==> config.mk <==
export PLATFORM = sky130hd
export DESIGN_NAME = if_fetch
export DESIGN_NICKNAME = d
export VERILOG_FILES = /design/src/rtl/if_fetch.sv
export SDC_FILE = /design/constraint.sdc
export NUM_CORES = 1
export LEC_CHECK = 0
export CELL_PAD_IN_SITES_DETAIL_PLACEMENT = 1
export CELL_PAD_IN_SITES_GLOBAL_PLACEMENT = 2
export CORE_ASPECT_RATIO = 1.5
export CORE_MARGIN = 5
export CORE_UTILIZATION = 29
export CTS_CLUSTER_DIAMETER = 100
export DETAILED_ROUTE_END_ITERATION = 8
export GPL_ROUTABILITY_DRIVEN = 0
export PLACE_DENSITY = 0.84
export SYNTH_ARGS = -nofsm -noshare
export SYNTH_HDL_FRONTEND = slang
export SYNTH_SLANG_ARGS = --single-unit
==> constraint.sdc <==
create_clock -name clk -period 2.5 [get_ports clk]
set_input_delay 0.5 -clock clk [delete_from_list [all_inputs] [get_ports clk]]
set_output_delay 0.5 -clock clk [all_outputs]
set_load 0.01 [all_outputs]
==> src/rtl/if_fetch.sv <==
// Instruction-fetch stage: owns the PC, runs a single-outstanding req/ack fetch
// to instruction memory, and presents instr/pc_incr (or a NOP bubble) to IF/ID.
module if_fetch #(
    parameter logic [31:0] RESET_PC = 32'h0000_0000
) (
    input  logic        clk,
    input  logic        rst,
    input  logic        en_IF,
    input  logic        pc_src,
    input  logic [31:0] branch_target,
    output logic        imem_req,
    output logic [31:0] imem_addr,
    input  logic        imem_ack,
    input  logic [31:0] imem_rdata,
    output logic [31:0] instr,
    output logic [31:0] pc_incr,
    output logic        fetch_valid
);

    typedef enum logic [1:0] {
        IDLE  = 2'd0,
        REQ   = 2'd1,
        DRAIN = 2'd2
    } state_t;

    state_t      state, state_nxt;
    logic [31:0] pc;
    logic [31:0] buf_q;
    logic        buf_valid;
    logic [31:0] drain_addr;
    logic        hit;
    logic        stuck_req;

    always_comb begin
        // NOTE: every output of this block gets a default first, so no path can infer a latch.
        imem_req  = 1'b0;
        imem_addr = pc;
        state_nxt = state;
        unique case (state)
            IDLE: state_nxt = REQ;
            REQ: begin
                imem_req = !buf_valid;
                // A redirect that catches an un-acked request must let it finish first.
                if (pc_src && imem_req && !imem_ack) state_nxt = DRAIN;
            end
            DRAIN: begin
                imem_req  = 1'b1;
                imem_addr = drain_addr;
                if (imem_ack) state_nxt = REQ;
            end
            default: state_nxt = IDLE;
        endcase
    end

    assign hit         = (state == REQ) && imem_req && imem_ack;
    assign stuck_req   = (state == REQ) && imem_req && !imem_ack;
    assign fetch_valid = (buf_valid || hit) && !pc_src;
    assign instr       = !fetch_valid ? 32'h0 : (buf_valid ? buf_q : imem_rdata);
    assign pc_incr     = pc + 32'd4;

    // NOTE: sequential state uses non-blocking assignments so every register samples pre-edge values.
    always_ff @(posedge clk or negedge rst) begin
        if (!rst) state <= IDLE;
        else      state <= state_nxt;
    end

    // NOTE: buf is a single word, not a memory array, so it is cleared on reset like any other register.
    always_ff @(posedge clk or negedge rst) begin
        if (!rst) begin
            pc         <= RESET_PC;
            buf_q      <= 32'h0;
            buf_valid  <= 1'b0;
            drain_addr <= 32'h0;
        end else if (pc_src) begin
            pc        <= branch_target;
            buf_valid <= 1'b0;
            if (stuck_req) drain_addr <= pc;
        end else if (fetch_valid && en_IF) begin
            pc        <= pc_incr;
            buf_valid <= 1'b0;
        end else if (hit && !en_IF) begin
            buf_q     <= imem_rdata;
            buf_valid <= 1'b1;
        end
    end

endmodule
; After elaboration in Yosys (flattened, before gate mapping)
; Cells that the tools add are included.
[op_classes]
n_lt_le_gt_ge = 0
n_shift = 0
n_mux = 12
mul = 0
n_addsub = 1
bitwise_logic = 2
reduce_logical = 19
eq_ne = 4
n_div = 0
[op_table]
columns = cell, count
row1 = $mux 32, 5
row2 = $add 32x3->32 const B, 1
row3 = $logic_and 1x1->1, 8
row4 = $pmux 2 s3, 1
row5 = $logic_not 1->1, 4
row6 = $mux 2, 2
row7 = $ne 2x2->1 const B, 2
row8 = $reduce_and 2->1, 2
row9 = $mux 1, 3
row10 = $reduce_and 3->1, 1
row11 = $reduce_bool 3->1, 1
row12 = $eq 2x1->1 const B, 1
row13 = $eq 2x2->1 const B, 1
row14 = $logic_not 2->1, 1
row15 = $not 1->1, 2
row16 = $pmux 1 s2, 1
row17 = $reduce_bool 2->1, 1
row18 = $logic_or 1x1->1, 1
[totals]
register_bits = 99
elab_cells = 43
ram_bits = 0
mem_bits_ro = 0
latchBits = 0
out_inout_bits = 98
mem_count = 0

; Logic depth before layout (Yosys ltp)
; Gate-level depths: netlist of run 1.
[depth]
ltp_word = 9
mapped_depth = 8
mapped_depth_nobuf = 6

; Worst setup path before layout of run 1
; No wires, ideal clock.
[synth_path]
path_type = flip-flop to output port
from = register pc[8]
to = output port pc_incr[25]
n_path_buf = 2
stages_incl_launch_ff = 7
path_slack_ns = 0.233
t_arrival_ns = 1.767
path_cell_list = dfrtp_1 -> buf_2 -> nand4_1 -> buf_2 -> nor4_1 -> nand2_1 -> xnor2_1
[synth_between]
elab_chain_len = 1
[synth_lines]
columns = item, line
row1 = from (decl), 27  ; logic [31:0] pc;
row2 = from (signal assigned), 75  ; pc <= branch_target;
row3 = from (signal assigned), 79  ; pc <= pc_incr;
row4 = $add 32x3->32, 59  ; assign pc_incr = pc + 32'd4;
row5 = to (decl), 16  ; output logic [31:0] pc_incr,
; No other way between the ends.

; Worst setup path in the final report of run 1
[layout_path]
from = register pc[3]
to = output port pc_incr[31]
; Same word-level chain as after synthesis.

==> impl_results.md, run 1 <==
* Status: complete, but fails checks
* Failing checks: setup timing
* Slew HR at 0.452
* Die Y at 184 um
* Max-Cap Viols at 0
* Pin count of the biggest net entering global routing at 38
* Slew Viols, Final at 0
* Peak VDD IR at 0.356 mV
* Synth cell types at 47
* Post-DRT Antenna Nets at 0
* Full die area at 0.0233 sq mm
* DP Wirelength at 15500 um
* Fin cells at 1067
* Num CTS Buffers at 9
* Pwr Total at 6.93 mW
* Worst slew pin tran at 0.801 ns
* Maximum root-to-sink buffer count at 2
* Grt ovf at 0
* Die Span X at 126 um
* Worst r2r path cells at 9
* Fin. Hold Viols at 0
* Clock sink count at 99
* Worst-path fanout max at 6
* Share of cells above drive strength 1 at 0.350
* Crit path buffers/inverters at 2
* Seq/Total Area, Yosys at 0.422
* Mapped cell area at 0.00587 sq mm
* Reg-to-reg startpoint: state[0]$_DFFE_PN0P_
* Commonest non-fill, non-tap cell in the layout: dfrtp_1
* Leakage power at 3.77 nW
* Worst clock skew at 0.00580 ns
* Fillers at 2216
* DRC at 0
* Post-synth EDFFs at 0
* Main flop type after synthesis: dfrtp_1
* Crit-path slowest cell: or4_4
* FP Rows at 63
* RSZ-0062 raised after global routing: true
* Worst EP required at 2.00 ns
* Final Setup Violations at 3
* R2R Setup Slk at 0.15 ns
* Critical path capture point type: output pin
* Clk pin slew, worst setup/hold paths at 0.07 ns
* CTS root buffer: clkbuf_16
* Vias in the first global route at 6082
* Setup_tns at -0.0193 ns
* Tmin final at 2.51 ns
* Post-synthesis cell count at 582
* Clock latency on the worst-skew pair at 0.35 ns
* CTS tree: yes
* Critical path depth at 6
* First-pass GRT wire length at 32900 um
* H-Tree Depth at 3
* Largest cells by area after synthesis: dfrtp_1 (42%), mux2_2 (17%), mux2i_1 (5.6%)
* Crit path launch: pc[3]$_DFFE_PN0P_
* Iter 0 DRT Violations at 298
* Cells after DPL at 1031
* Synthesized Nets at 656
* Initial Utilization at 0.296
* Total Routing Usage GR at 0.179
* Critical R2R Capture: buf_q[6]$_DFFE_PN0P_
* WL final at 21600 um
* Setup crit end: pc_incr[31]
* HP Class: in2async
* Cell type with the largest total area after synthesis: dfrtp_1
* PortBufs at 166
* # IOs at 167
* Vias at 5409
* DR vias/cell at 5.07
* Crit path max-delay family: simple AND/OR/NAND/NOR gates
* Hold-fix buffers, CTS at 0
* Pre-antenna DRT Iters at 4
* Worst Setup Path Type: reg2out
* Number of synthesized register bits at 99
* Initial antenna violation count at 1
* Delay of the slowest critical-path stage at 0.48 ns
* PD cells at 777 mW/mm^2
* Worst setup SP type: register
* Min Hold Slack at 0.126 ns
* Commonest cells after routing, fill and taps aside: dfrtp_1 (96), mux2_2 (91), buf_4 (79)
* Worst-path cell chain: buf_4 > nand4_1 > or4_4 > nor2_2 > xor2_1 > buf_2
* Mean Syn Cell Area at 10.1 sq um
* Tcrit/Tclk final at 1.00
* Nets@finish at 875
* Layout area overhead at 52.0%
* FMAX at 399 MHz
* Core area at 0.0199 sq mm
* Yosys top cell area share at 0.422
* Routed wire per std cell at 20.2 um
* Core Util, Final at 0.449
* Final WS setup at -0.00920 ns
* Synth warn at 0
* Async SR Flop Fraction at 1.00
* Arr. time, crit path at 2.01 ns
## cell type report
cell class,count,area [sq um],area share
Antenna cell,1,2.50,0.000280
Clock buffer,9,225,0.0252
Clock inverter,7,51.3,0.00575
Inverter,13,48.8,0.00547
Multi-Input combinational cell,415,3340,0.374
Sequential cell,99,2480,0.278
Tap cell,260,325,0.0364
Timing Repair Buffer,263,2450,0.275
## power breakdown
part           total, mW  leakage, nW  switching (mW)  internal (mW)
registers           2.49         1.19           0.325           2.17
logic               3.09         2.45            1.37           1.72
clock network       1.35        0.132           0.668          0.682
## per-stage QoR
stage / instance area, sq um / setup slack (ns)
after floorplan: 5870 / 0.233
after global placement: 8310 / -0.0569
after detailed placement: 8310 / -0.182
after CTS: 8710 / -0.272
after global routing: 8930 / -0.116
final: 8930 / -0.00920
## cells in the mapped netlist (16+ instances only)
| master | instances |
|---|---|
| a31oi_1 | 16 |
| clkbuf_1 | 32 |
| mux2_2 | 91 |
| dfrtp_1 | 99 |
| nand4_1 | 18 |
| buf_2 | 17 |
| mux2i_1 | 33 |
| xor2_1 | 18 |
| xnor2_1 | 20 |
| o21ai_0 | 19 |
| nor2_1 | 64 |
| nand2_1 | 42 |
## routing by layer
layer / up-vias / wire [um] / GRT usage / part of all wire
met5: - / 0 / 0 / 0
met4: 0 / 669 / 0.0713 / 0.031
met3: 41 / 738 / 0.0261 / 0.034
met2: 140 / 11800 / 0.336 / 0.55
met1: 2715 / 8330 / 0.202 / 0.39
li1: 2513 / - / - / -
## worst reg2reg max path, stage by stage (launching register included)
cell	delay [ns]
dfrtp_1	0.41
inv_2	0.12
ha_4	0.17
buf_8	0.14
buf_12	0.14
buf_4	0.12
o211ai_1	0.14
or4_1	0.48
buf_12	0.21
mux2_1	0.32
## cells by family after synthesis
kind of cell | Yosys count | synth area share
compound gates | 65 | 0.0745
xor+xnor | 38 | 0.0567
fa+ha+maj | 5 | 0.0106
buf+inv | 68 | 0.0486
flops | 99 | 0.422
mux | 125 | 0.233
simple gates | 182 | 0.155
## flip-flops by register name, indices dropped and copies added (netlist names)
| signal | count |
|---|---|
| drain_addr | 32 |
| state | 2 |
| pc | 32 |
| buf_valid | 1 |
| buf_q | 32 |
## repair_timing
| item | in CTS | in global routing |
|---|---|---|
| buffers inserted | 9 | 5 |
| resized for setup | 131 | 122 |
| setup endpoints to repair | 92 | 78 |
| gates cloned | 2 | 4 |
| pin swaps | 3 | 9 |
## worst min path at each step
stage | startpoint | endpoint
after floorplan | rst | buf_q[0]$_DFFE_PN0P_
after global placement | buf_q[6]$_DFFE_PN0P_ | buf_q[6]$_DFFE_PN0P_
after detailed placement | buf_q[6]$_DFFE_PN0P_ | buf_q[6]$_DFFE_PN0P_
after CTS | rst | buf_q[5]$_DFFE_PN0P_
after global routing | rst | buf_q[5]$_DFFE_PN0P_
final | rst | buf_q[5]$_DFFE_PN0P_
No activity file was read; power rests on OpenSTA's default activity.
==> inputs of run 2 (changes only) <==
--- a/config.mk
+++ b/config.mk
@@ -8,12 +8,12 @@
 export CELL_PAD_IN_SITES_DETAIL_PLACEMENT = 1
 export CELL_PAD_IN_SITES_GLOBAL_PLACEMENT = 2
 export CORE_ASPECT_RATIO = 1.5
-export CORE_MARGIN = 5
 export CORE_UTILIZATION = 29
 export CTS_CLUSTER_DIAMETER = 100
 export DETAILED_ROUTE_END_ITERATION = 8
 export GPL_ROUTABILITY_DRIVEN = 0
 export PLACE_DENSITY = 0.84
+export SLEW_MARGIN = 20
 export SYNTH_ARGS = -nofsm -noshare
 export SYNTH_HDL_FRONTEND = slang
 export SYNTH_SLANG_ARGS = --single-unit
==> run 2 against run 1 <==
  * The flow still finishes with violations (setup timing)
  * Largest power group unchanged
  * Via count rose by 3.7%
  * Die area fell by 10%
  * Worst hold slack improved by 0.018 ns
  * Critical endpoint is now pc_incr[25]
==> impl_results.md, run 2 (synthesized netlist as in run 1, its figures left out) <==
* Psw at 2.43 mW (+2.7%)
* DRC at 0 (unchanged)
* Die Y at 176 um (-4.3%)
* Full die area at 0.0208 sq mm (-10%)
* Final WS setup at -0.122 ns (-0.113 ns)
* CP most frequent cell: buf_4
* Leakage power at 3.96 nW (+5.0%)
* Slew HR at 0.577 (+0.125)
* Largest registers: buf_q: 32 flops, drain_addr: 32 flops, pc: 32 flops
* Initial Utilization at 0.297 (+0.00118)
* Inserted Diodes at 0 (-1)
* Nets@finish at 903 (+3.2%)
* Failing checks: setup timing
* Worst Setup Path Type: reg2out
* Clock sink count at 99 (unchanged)
* FP Rows at 63 (unchanged)
* HP Class: in2async
* Switch share at 0.335 (-0.00619)
* Maximum root-to-sink buffer count at 2 (unchanged)
* Commonest non-fill, non-tap cell in the layout: buf_4
* Max-Cap Viols at 0 (unchanged)
* Grt ovf at 0 (unchanged)
* CTS tree: yes
* Setup_tns at -0.566 ns (-0.547 ns)
* Fillers at 2176 (-1.8%)
* Core area at 0.0198 sq mm (-0.40%)
* First-pass GRT wire length at 34300 um (+4.3%)
* # IOs at 167 (unchanged)
* Die Span X at 118 um (-6.3%)
* Slew Viols, Final at 0 (unchanged)
* Worst EP required at 2.00 ns (about the same)
* Vias at 5611 (+3.7%)
* Routed wire per std cell at 20.1 um (-0.47%)
* Iter 0 DRT Violations at 246 (-17%)
* Arr. time, crit path at 2.12 ns (+0.11 ns)
* DP Wirelength at 14700 um (-5.3%)
* Multi-input logic area at 0.00344 sq mm (+2.9%)
* Num CTS Buffers at 9 (unchanged)
* Pin count of the biggest net entering global routing at 43 (+13%)
* Crit path buffers/inverters at 4 (+2)
* Worst-path fanout max at 3 (-3)
* Status: complete, but fails checks
* PD cells at 780 mW/mm^2 (+0.44%)
* Worst r2r path cells at 9 (unchanged)
* CTS root buffer: clkbuf_16
* Final Setup Violations at 7 (+4)
* Peak VDD IR at 0.301 mV (-15%)
* Worst setup SP type: register
* Layout area overhead at 58.2%
* Share of cells above drive strength 1 at 0.390 (+0.0398)
* Storage element area at 0.00248 sq mm (about the same)
* Crit-path slowest cell: dfrtp_1
* Fin. Hold Viols at 0 (unchanged)
* Delay of the slowest critical-path stage at 0.37 ns (-0.11 ns)
* Initial antenna violation count at 0 (-1)
* Worst clock skew at 0.0123 ns (+0.00649 ns)
* Worst slew pin tran at 0.634 ns (-0.167 ns)
* Worst-path cell chain: nand4_1 > buf_4 > nor4_1 > buf_4 > buf_4 > nand2_1 > xnor2_2 > buf_2
* Clk pin slew, worst setup/hold paths at 0.08 ns (about the same)
* Reg power frac at 0.346 (-0.014)
* Pre-antenna DRT Iters at 4 (unchanged)
* Gate power share at 0.433 (-0.013)
* WL final at 22000 um (+2.1%)
* Fraction of power consumed by the clock network at 0.221 (+0.026)
* Tcrit/Tclk final at 1.05 (+0.0451)
* FMAX at 381 MHz (-4.3%)
* Tmin final at 2.62 ns (+0.113 ns)
* DP Worst Slack at -0.135 ns (+0.0472 ns)
* Total Routing Usage GR at 0.213 (+0.0345)
* Crit path max-delay family: buffers and inverters
* Critical path depth at 8 (+2)
* Vias in the first global route at 6078 (-0.066%)
* Commonest cells after routing, fill and taps aside: buf_4 (101), dfrtp_1 (97), mux2_2 (91)
* DR vias/cell at 5.13 (+1.2%)
* H-Tree Depth at 3 (unchanged)
* Critical path capture point type: output pin
* Post-DRT Antenna Nets at 0 (unchanged)
* Pint at 4.82 mW (+5.5%)
* PortBufs at 166 (unchanged)
* Clock latency on the worst-skew pair at 0.36 ns (about the same)
* RSZ-0062 raised after global routing: true
==> run 2: path summary, 6_finish.rpt <==
kind                                            from                         end  slack, ns
worst min-delay path                             rst  drain_addr[28]$_DFFE_PN0P_       0.14
worst max-delay path              pc[10]$_DFFE_PN0P_                 pc_incr[25]      -0.12
min in group clk                buf_q[6]$_DFFE_PN0P_        buf_q[6]$_DFFE_PN0P_       0.50
max in group asynchronous                        rst       buf_q[10]$_DFFE_PN0P_       1.68
worst min register to register  buf_q[6]$_DFFE_PN0P_        buf_q[6]$_DFFE_PN0P_       0.50
worst max register to register     pc[2]$_DFFE_PN0P_          pc[19]$_DFFE_PN0P_       0.07
==> run 2: per-stage QoR <==
step / hold WS (ns) / utilization / cells / instance area (sq um) / total power [mW]
after detailed placement: 0.492 / 0.422 / 1037 / 8350 / 5.40
final: 0.144 / 0.470 / 1094 / 9290 / 7.25
after floorplan: 0.204 / - / 582 / 5870 / 3.97
after global routing: 0.183 / 0.470 / 1094 / 9290 / 7.64
after CTS: 0.168 / 0.451 / 1075 / 8930 / 7.13
after global placement: 0.480 / 0.422 / 1037 / 8350 / 5.24
==> run 2: metal layers <==
metal  GRT usage  vias up  part of all wire
li1            -     2577                 -
met1       0.238     2847              0.39
met2       0.400      145              0.55
met3      0.0326       42             0.039
met4      0.0881        0             0.030
met5           0        -                 0
==> run 2: timing repair <==
action                     4_1_cts  5_1_grt
pin swaps                       15       29
resized for setup              199       87
gates cloned                     4        3
setup endpoints to repair       92       76
hold buffers                     0        0
buffers inserted                21       18
==> run 2: area by class of cell <==
class                      count  area share
multi-input combinational    415       0.370
inverter                      13     0.00525
clock inverter                 7      0.0114
clock buffer                   9      0.0242
timing repair buffer         291       0.287
sequential                    99       0.267
tap                          260      0.0350
==> run 2: power groups by stage <==
stage	registers (mW)	clock network [mW]	logic, mW
after floorplan	2.40	0	1.57
after global placement	2.46	0	2.77
after detailed placement	2.53	0	2.87
after CTS	2.50	1.63	3.00
after global routing	2.58	1.69	3.37
final	2.51	1.60	3.14
==> inputs of run 3 (changes only) <==
--- a/config.mk
+++ b/config.mk
@@ -9,6 +9,7 @@
 export CELL_PAD_IN_SITES_GLOBAL_PLACEMENT = 2
 export CORE_ASPECT_RATIO = 1.5
 export CORE_UTILIZATION = 29
+export CTS_BUF_LIST = sky130_fd_sc_hd__clkbuf_16
 export CTS_CLUSTER_DIAMETER = 100
 export DETAILED_ROUTE_END_ITERATION = 8
 export GPL_ROUTABILITY_DRIVEN = 0
==> results of run 3 <==
The final DEF is identical to that of run 2; final timing and power are the same.
